[src/rtl/mmio_regfile_pkg.sv]
`timescale 1ns/1ps
`default_nettype none
// ============================================================================
//  Module   : mmio_regfile_pkg
//  Purpose  : Default register map and region-decode helpers for mmio_regfile.
//  Revision : 1.0  initial release
// ============================================================================
package mmio_regfile_pkg;

    localparam int DEF_OUT_BASE  = 1;
    localparam int DEF_N_OUT     = 6;
    localparam int DEF_IN_BASE   = 8;
    localparam int DEF_N_IN      = 3;
    localparam int DEF_EV_ADDR   = 11;
    localparam int DEF_STAT_ADDR = 12;

    function automatic bit in_window(int idx, int base, int n);
        return (idx >= base) && (idx < base + n);
    endfunction

    function automatic bit is_in(int idx, int base, int n);
        return in_window(idx, base, n);
    endfunction

    function automatic bit is_out(int idx, int base, int n);
        return in_window(idx, base, n);
    endfunction

    function automatic bit is_ev(int idx, int ev_addr);
        return idx == ev_addr;
    endfunction

    function automatic bit is_stat(int idx, int stat_addr);
        return idx == stat_addr;
    endfunction

    function automatic bit windows_overlap(int a_base, int a_n, int b_base, int b_n);
        return (a_n > 0) && (b_n > 0) && (a_base < b_base + b_n) && (b_base < a_base + a_n);
    endfunction

endpackage
`default_nettype wire

[src/rtl/mmio_regfile_if.sv]
`timescale 1ns/1ps
`default_nettype none
// ============================================================================
//  Module   : mmio_regfile_if
//  Purpose  : CPU-side write/read port bundle of the register file.
//  Revision : 1.0  initial release
// ============================================================================
interface mmio_regfile_if #(
    parameter int DATA_W = 32,
    parameter int ADDR_W = 5
);
    logic              ctrl_writeEnable;
    logic [ADDR_W-1:0] ctrl_writeReg;
    logic [DATA_W-1:0] data_writeReg;
    logic [ADDR_W-1:0] ctrl_readRegA;
    logic [ADDR_W-1:0] ctrl_readRegB;
    logic [DATA_W-1:0] data_readRegA;
    logic [DATA_W-1:0] data_readRegB;

    modport master (
        output ctrl_writeEnable, ctrl_writeReg, data_writeReg, ctrl_readRegA, ctrl_readRegB,
        input  data_readRegA, data_readRegB
    );

    modport slave (
        input  ctrl_writeEnable, ctrl_writeReg, data_writeReg, ctrl_readRegA, ctrl_readRegB,
        output data_readRegA, data_readRegB
    );
endinterface
`default_nettype wire

[src/rtl/mmio_regfile_event_sync.sv]
`timescale 1ns/1ps
`default_nettype none
// ============================================================================
//  Module   : event_sync
//  Purpose  : One-bit pin synchroniser with polarity normalise and rising-edge detect.
//  Revision : 1.0  initial release
// ============================================================================
module event_sync #(
    parameter int SYNC_STAGES = 2,
    parameter bit ACT_LOW     = 1'b1
) (
    input  wire logic clock,
    input  wire logic ctrl_reset,
    input  wire logic pin_i,
    output logic      level_o,
    output logic      rise_o
);
    if (SYNC_STAGES < 2) begin : g_bad_depth
        $error("event_sync: SYNC_STAGES must be at least 2");
    end

    logic [SYNC_STAGES-1:0] sync_q;
    logic                   level_prev_q;

    // Flops reset to the inactive pin level so reset release never looks like an edge
    always_ff @(posedge clock or posedge ctrl_reset) begin
        if (ctrl_reset) begin
            sync_q       <= {SYNC_STAGES{ACT_LOW}};
            level_prev_q <= 1'b0;
        end else begin
            sync_q       <= {sync_q[SYNC_STAGES-2:0], pin_i};
            level_prev_q <= level_o;
        end
    end

    assign level_o = sync_q[SYNC_STAGES-1] ^ ACT_LOW;
    assign rise_o  = level_o & ~level_prev_q;
endmodule
`default_nettype wire

[src/rtl/mmio_regfile.sv]
`timescale 1ns/1ps
`default_nettype none
// ============================================================================
//  Module   : mmio_regfile
//  Purpose  : CPU register file with output/input-mapped windows and sticky events.
//  Revision : 1.0  initial release
// ============================================================================
module mmio_regfile
    import mmio_regfile_pkg::*;
#(
    parameter int DATA_W      = 32,
    parameter int ADDR_W      = 5,
    parameter int OUT_BASE    = DEF_OUT_BASE,
    parameter int N_OUT       = DEF_N_OUT,
    parameter int IN_BASE     = DEF_IN_BASE,
    parameter int N_IN        = DEF_N_IN,
    parameter int N_EV        = 2,
    parameter int EV_ADDR     = DEF_EV_ADDR,
    parameter int STAT_ADDR   = DEF_STAT_ADDR,
    parameter bit EV_ACT_LOW  = 1'b1,
    parameter int SYNC_STAGES = 2,
    parameter bit BYPASS      = 1'b1
) (
    input  wire logic                    clock,
    input  wire logic                    ctrl_reset,
    mmio_regfile_if.slave                bus,
    input  wire logic [N_IN*DATA_W-1:0]  in_words,
    input  wire logic [N_EV-1:0]         ev_pins,
    output logic      [N_OUT*DATA_W-1:0] out_words,
    output logic      [N_OUT-1:0]        out_strobe,
    output logic                         ev_pending
);
    localparam int NUM_REGS = 2**ADDR_W;

    localparam bit MAP_BAD =
        (OUT_BASE < 1) || (IN_BASE < 1) || (EV_ADDR < 1) || (STAT_ADDR < 1) ||
        (OUT_BASE + N_OUT > NUM_REGS) || (IN_BASE + N_IN > NUM_REGS) ||
        (EV_ADDR >= NUM_REGS) || (STAT_ADDR >= NUM_REGS) ||
        windows_overlap(OUT_BASE, N_OUT, IN_BASE, N_IN) ||
        windows_overlap(OUT_BASE, N_OUT, EV_ADDR, 1) ||
        windows_overlap(OUT_BASE, N_OUT, STAT_ADDR, 1) ||
        windows_overlap(IN_BASE, N_IN, EV_ADDR, 1) ||
        windows_overlap(IN_BASE, N_IN, STAT_ADDR, 1) ||
        (EV_ADDR == STAT_ADDR) || (N_EV < 1) || (N_EV > DATA_W);

    if (MAP_BAD) begin : g_bad_map
        $error("mmio_regfile: illegal register map");
    end

    logic [DATA_W-1:0]      regs_q [NUM_REGS];
    logic [N_IN*DATA_W-1:0] in_q;
    logic [N_EV-1:0]        ev_q, ev_d, ev_set, ev_clr, ev_lvl;
    logic [N_OUT-1:0]       strobe_q, strobe_d;
    logic                   ev_pending_q;
    logic                   wr_gen_en;
    logic [DATA_W-1:0]      rd_a, rd_b;

    // Only index 0 and the input/event/status slots refuse CPU writes
    function automatic bit writable(logic [ADDR_W-1:0] idx);
        int i;
        i = int'(idx);
        return (i != 0) && !is_in(i, IN_BASE, N_IN) && !is_ev(i, EV_ADDR) && !is_stat(i, STAT_ADDR);
    endfunction

    assign wr_gen_en = bus.ctrl_writeEnable && writable(bus.ctrl_writeReg);

    always_comb begin
        strobe_d = '0;
        for (int k = 0; k < N_OUT; k++) begin
            strobe_d[k] = bus.ctrl_writeEnable && (bus.ctrl_writeReg == ADDR_W'(OUT_BASE + k));
        end
        ev_clr = '0;
        if (bus.ctrl_writeEnable && (bus.ctrl_writeReg == ADDR_W'(EV_ADDR))) begin
            ev_clr = bus.data_writeReg[N_EV-1:0];
        end
        // A fresh edge wins over a coincident clear of the same bit
        ev_d = (ev_q & ~ev_clr) | ev_set;
    end

    always_ff @(posedge clock or posedge ctrl_reset) begin
        if (ctrl_reset) begin
            for (int i = 0; i < NUM_REGS; i++) begin
                regs_q[i] <= '0;
            end
            in_q         <= '0;
            ev_q         <= '0;
            strobe_q     <= '0;
            ev_pending_q <= 1'b0;
        end else begin
            if (wr_gen_en) begin
                regs_q[bus.ctrl_writeReg] <= bus.data_writeReg;
            end
            in_q         <= in_words;
            ev_q         <= ev_d;
            strobe_q     <= strobe_d;
            ev_pending_q <= |ev_d;
        end
    end

    function automatic logic [DATA_W-1:0] read_port(logic [ADDR_W-1:0] idx);
        logic [DATA_W-1:0] r;
        int                i;
        i = int'(idx);
        r = regs_q[idx];
        for (int k = 0; k < N_IN; k++) begin
            if (i == IN_BASE + k) r = in_q[k*DATA_W +: DATA_W];
        end
        if (i == EV_ADDR)   r = DATA_W'(ev_q);
        if (i == STAT_ADDR) r = DATA_W'(ev_lvl);
        if (BYPASS && wr_gen_en && (idx == bus.ctrl_writeReg)) r = bus.data_writeReg;
        return r;
    endfunction

    always_comb begin
        rd_a = read_port(bus.ctrl_readRegA);
        rd_b = read_port(bus.ctrl_readRegB);
    end

    assign bus.data_readRegA = rd_a;
    assign bus.data_readRegB = rd_b;
    assign out_strobe        = strobe_q;
    assign ev_pending        = ev_pending_q;

    for (genvar k = 0; k < N_OUT; k++) begin : g_out
        assign out_words[k*DATA_W +: DATA_W] = regs_q[OUT_BASE + k];
    end

    for (genvar k = 0; k < N_EV; k++) begin : g_ev
        event_sync #(
            .SYNC_STAGES (SYNC_STAGES),
            .ACT_LOW     (EV_ACT_LOW)
        ) u_sync (
            .clock      (clock),
            .ctrl_reset (ctrl_reset),
            .pin_i      (ev_pins[k]),
            .level_o    (ev_lvl[k]),
            .rise_o     (ev_set[k])
        );
    end
endmodule
`default_nettype wire

[src/flat_wrapper.sv]
// flat-port wrapper written by rule: the top's interface ports become plain ports
module mmio_regfile_flat import mmio_regfile_pkg::*;
#(
    parameter int DATA_W      = 32,
    parameter int ADDR_W      = 5,
    parameter int OUT_BASE    = DEF_OUT_BASE,
    parameter int N_OUT       = DEF_N_OUT,
    parameter int IN_BASE     = DEF_IN_BASE,
    parameter int N_IN        = DEF_N_IN,
    parameter int N_EV        = 2,
    parameter int EV_ADDR     = DEF_EV_ADDR,
    parameter int STAT_ADDR   = DEF_STAT_ADDR,
    parameter bit EV_ACT_LOW  = 1'b1,
    parameter int SYNC_STAGES = 2,
    parameter bit BYPASS      = 1'b1
)
  (clock, ctrl_reset, in_words, ev_pins, out_words, out_strobe, ev_pending, bus_ctrl_writeEnable, bus_ctrl_writeReg, bus_data_writeReg, bus_ctrl_readRegA, bus_ctrl_readRegB, bus_data_readRegA, bus_data_readRegB);
  mmio_regfile_if #(.DATA_W(DATA_W), .ADDR_W(ADDR_W)) bus_i ();
  input  wire logic clock;
  input  wire logic ctrl_reset;
  input  wire logic [N_IN*DATA_W-1:0] in_words;
  input  wire logic [N_EV-1:0] ev_pins;
  output logic      [N_OUT*DATA_W-1:0] out_words;
  output logic      [N_OUT-1:0] out_strobe;
  output logic ev_pending;
  input wire logic [$bits(bus_i.ctrl_writeEnable)-1:0] bus_ctrl_writeEnable;
  input wire logic [$bits(bus_i.ctrl_writeReg)-1:0] bus_ctrl_writeReg;
  input wire logic [$bits(bus_i.data_writeReg)-1:0] bus_data_writeReg;
  input wire logic [$bits(bus_i.ctrl_readRegA)-1:0] bus_ctrl_readRegA;
  input wire logic [$bits(bus_i.ctrl_readRegB)-1:0] bus_ctrl_readRegB;
  output wire logic [$bits(bus_i.data_readRegA)-1:0] bus_data_readRegA;
  output wire logic [$bits(bus_i.data_readRegB)-1:0] bus_data_readRegB;
  assign bus_i.ctrl_writeEnable = bus_ctrl_writeEnable;
  assign bus_i.ctrl_writeReg = bus_ctrl_writeReg;
  assign bus_i.data_writeReg = bus_data_writeReg;
  assign bus_i.ctrl_readRegA = bus_ctrl_readRegA;
  assign bus_i.ctrl_readRegB = bus_ctrl_readRegB;
  assign bus_data_readRegA = bus_i.data_readRegA;
  assign bus_data_readRegB = bus_i.data_readRegB;
  mmio_regfile #(.DATA_W(DATA_W), .ADDR_W(ADDR_W), .OUT_BASE(OUT_BASE), .N_OUT(N_OUT), .IN_BASE(IN_BASE), .N_IN(N_IN), .N_EV(N_EV), .EV_ADDR(EV_ADDR), .STAT_ADDR(STAT_ADDR), .EV_ACT_LOW(EV_ACT_LOW), .SYNC_STAGES(SYNC_STAGES), .BYPASS(BYPASS)) u_core (.clock(clock), .ctrl_reset(ctrl_reset), .bus(bus_i), .in_words(in_words), .ev_pins(ev_pins), .out_words(out_words), .out_strobe(out_strobe), .ev_pending(ev_pending));
endmodule
[config.mk]
export PLATFORM = sky130hd
export DESIGN_NAME = mmio_regfile_flat
export DESIGN_NICKNAME = d
export VERILOG_FILES = /design/src/rtl/mmio_regfile_pkg.sv /design/src/rtl/mmio_regfile_if.sv /design/src/rtl/mmio_regfile_event_sync.sv /design/src/rtl/mmio_regfile.sv /design/src/flat_wrapper.sv
export SDC_FILE = /design/constraint.sdc
export NUM_CORES = 2
export LEC_CHECK = 0
export BUFFER_PORTS_ARGS = -buffer_cell sky130_fd_sc_hd__buf_2
export CELL_PAD_IN_SITES_DETAIL_PLACEMENT = 0
export CELL_PAD_IN_SITES_GLOBAL_PLACEMENT = 2
export CORE_ASPECT_RATIO = 0.9
export CORE_MARGIN = 2
export CORE_UTILIZATION = 44
export CTS_BUF_LIST = sky130_fd_sc_hd__clkbuf_2 sky130_fd_sc_hd__clkbuf_4 sky130_fd_sc_hd__clkbuf_8
export DETAILED_ROUTE_END_ITERATION = 12
export HOLD_SLACK_MARGIN = 0.15
export PLACE_DENSITY_LB_ADDON = 0.1
export SYNTH_ARGS = -nofsm -noshare
export SYNTH_HDL_FRONTEND = slang
export SYNTH_SLANG_ARGS = --single-unit
[constraint.sdc]
create_clock -name clock -period 45.9 [get_ports clock]
set_clock_uncertainty 0.05 [all_clocks]
set_input_delay 4.59 -clock clock [delete_from_list [all_inputs] [get_ports clock]]
set_output_delay 4.59 -clock clock [all_outputs]
set_load 0.05 [all_outputs]
==> metrics.csv <==
stage,metric,value,unit
setup_path,crit_path_max_fanout,51,
synthesis,synth_area,59500,um2
global_routing,grt_first_pass_wirelength,319000,um
power_and_ir_drop,p_leak,0.0296,uW
power_and_ir_drop,p_per_area,46.0,nW/um2
drt,num_vias,41400,
cts,clk_latency,0.92,ns
cts,post_cts_resized,0,
cts,post_cts_buffers,0,
cts,cts.clk_slew.worst_paths,0.06,ns
floorplan,io_pins,411,
synthesis,synth_compound_area_share,5.45,%
synthesis,syn_nets,4826,
placement,hpwl,146000,um
sta,finalSetupTns,0,ns
cts,cts_made_buffers,199,
setup_path,crit_arrival,9.36,ns
sta,fin_crit_sh,30.5,%
cts,cts.path.max_buffers,3,
floorplan,floorplan.die_area,138000,um2
synthesis,async_flop_share,100,%
sta,worst_pin_slew,1.21,ns
sta,timing.fmax,0.0714,GHz
floorplan,die_x,391,um
floorplan,start_util,44.5,%
drt,drc,0,
final_layout,final_util,48.9,%
sta,final-setup-viol-count,0,
floorplan,coreArea,134000,um2
final_layout,drive_above_1_share,43.4,%
synthesis,synth_seq_cells,1129,
drt,antenna_left,0,
synthesis,ys.flop_type,dfrtp_1,
cts,cts_htree_levels,4,
cts,clkSinkCount,1129,
synthesis,muxShareOfSynthArea,33.6,%
power_and_ir_drop,total_power,3000,uW
drt,viasPerCell,6.30,
sta,finalMaxSlewViolations,0,
final_layout,mostFrequentLayoutCells,"dfrtp_1, nand2_1, mux2_2, mux4_2, buf_2",
sta,final.setup.worst_slack,31.90,ns
cts,clockRootBuffer,clkbuf_8,
drt,first_pass_iters,8,
worst_hold_path,worstHoldPathType,reg2reg,
sta,hold_viol,0,
setup_path,rrSetupSlack,44.72,ns
drt,wl_per_cell,34.5,um
global_routing,grt_pass1_vias,40200,
synthesis,synth.distinct_cells,66,
synthesis,synth-xor-area-share,0.147,%
sta,worst_slew_margin_rel,17.3,%
global_routing,grt_max_degree,171,
cts,cts_tree,done,
floorplan,rows,127,
synthesis,synth-seq-area-share,47.5,%
drt,dr.first_iter.drc_count,5019,
floorplan,die_h,353,um
cts,postCtsHoldBufs,0,
placement,gp_congestion,0.922,
setup_path,start_kind,primary input,
flow_run,max_cap_viol_count,0,
placement,dp_slack,31.86,ns
synthesis,synthAdderAreaFrac,0,%
setup_path,worst-r2r-cell-count,2,
global_routing,antenna_found_initial,24,
synthesis,syn-instance-count,4678,
global_routing,grt_util_all_layers,32.7,%
final_layout,nets,4748,
final_layout,fillCellCount,11800,
worst_hold_path,hold_depth,0,
sta,hold_slack,0.308,ns
synthesis,yosysWarnings,0,
placement,io_buffers,410,
synthesis,synth_top_family_by_area,multiplexers,
run_status,status,completed,
setup_path,cp-end-kind,output port,
setup_path,path_class,in2out,
final_layout,syn_to_final_growth,9.81,%
drt,wirelength,227000,um
sta,rsz0062_at_grt,no,
global_routing,grt-ovfl-total,0,
synthesis,synthSimpleGateAreaFrac,6.51,%
setup_path,crit_required,41.26,ns
sta,fin_crit,14.00,ns
synthesis,syn-mean-instance-area,12.7,um2
power_and_ir_drop,peakVddDrop,28.1,uV
synthesis,synth_edf_count,0,
final_layout,layout_commonest_cell,dfrtp_1,
## worst max-delay path: stages
cell and delay, ns:
buf_8 0.43, buf_4 0.75, buf_4 0.73, mux4_2 0.59, and3_1 0.19, a2111oi_0 0.99
a2111oi_0 0.20, a211oi_1 0.28, o21ai_1 0.22, buf_2 0.28
## registers in the layout, indices dropped and copies added (netlist names)
| name | count |
|---|---|
| u_core.ev_pending | 1 |
| u_core.ev_q | 2 |
| u_core.g_ev.u_sync.level_prev_q | 2 |
| u_core.g_ev.u_sync.sync_q | 4 |
| u_core.in_q | 96 |
| u_core.out_strobe | 6 |
| u_core.out_words | 192 |
| u_core.regs_q | 826 |
## routing by layer
| metal | vias up | part of all wire, % | global-route usage, % |
|---|---|---|---|
| li1 | 16700 | - | - |
| met1 | 22100 | 45 | 50.0 |
| met2 | 2164 | 42 | 44.9 |
| met3 | 341 | 11 | 9.79 |
| met4 | 16 | 2.7 | 9.14 |
| met5 | - | 0.049 | 0 |
## worst paths after layout
kind / from / end
min: u_core.g_ev[0].u_sync.sync_q[0]$_DFF_PP1_ / u_core.g_ev[0].u_sync.sync_q[1]$_DFF_PP1_
max reg2reg: u_core.g_ev[0].u_sync.sync_q[1]$_DFF_PP1_ / u_core.ev_pending$_DFF_PP0_
max in group asynchronous: ctrl_reset / u_core.regs_q[283]$_DFFE_PP0P_
min in group asynchronous: ctrl_reset / u_core.regs_q[420]$_DFFE_PP0P_
max: bus_ctrl_readRegB[0] / bus_data_readRegB[18]
min reg2reg: u_core.g_ev[0].u_sync.sync_q[0]$_DFF_PP1_ / u_core.g_ev[0].u_sync.sync_q[1]$_DFF_PP1_
## synthesized netlist by cell type (all sizes together) (5+ instances only)
cell	count	area (um2)
nor4	8	80.1
o31ai	10	75.1
o22ai	66	413
and3	8	50.1
o221ai	25	219
nand2	736	2760
inv	19	71.3
mux4	493	11100
o21ai	130	651
and2	7	43.8
a32oi	14	123
a222oi	31	310
mux2i	146	1460
a221o	5	50.1
dfrtp	1125	28200
nor3	10	55.1
a2111oi	10	87.6
nand2b	8	50.1
a31oi	23	144
o211a	9	90.1
a21oi	58	290
clkbuf	452	1700
nor2b	26	163
nand3	38	190
xnor2	6	52.6
a211oi	16	120
buf	349	2240
mux2	659	7420
nor2	77	292
a22oi	21	158
a221oi	26	228
a21o	8	60.1
## logic make-up after synthesis
logic type | count (synthesis)
AO/OA/AOI/OAI | 477
buffers and inverters | 821
AND/OR/NAND/NOR | 943
flip-flops | 1129
XOR/XNOR | 10
multiplexers | 1298
## final cells by class
type,instances,area (um2),share of cell area (%)
Multi-Input combinational cell,2728,27400,41.9
Inverter,20,90.1,0.138
Sequential cell,1129,28300,43.3
Clock inverter,29,250,0.383
Tap cell,1806,2260,3.46
Clock buffer,329,4030,6.18
Antenna cell,6,15.0,0.0230
Timing Repair Buffer,522,3020,4.63
## per-stage QoR
stage / instance area (um2) / std cells
floorplan: 59500 / 4678
global placement: 61000 / 6203
detailed placement: 61000 / 6204
CTS: 65300 / 6562
global route: 65300 / 6565
finish: 65300 / 6569
## where the power goes
| group | switching, uW | leakage, uW | internal (uW) | total (uW) |
|---|---|---|---|---|
| Combinational | 426 | 0.0128 | 294 | 720 |
| Clock | 444 | 0.00229 | 564 | 1010 |
| Sequential | 130 | 0.0146 | 1140 | 1270 |
Power figures use the tool's default switching activity.
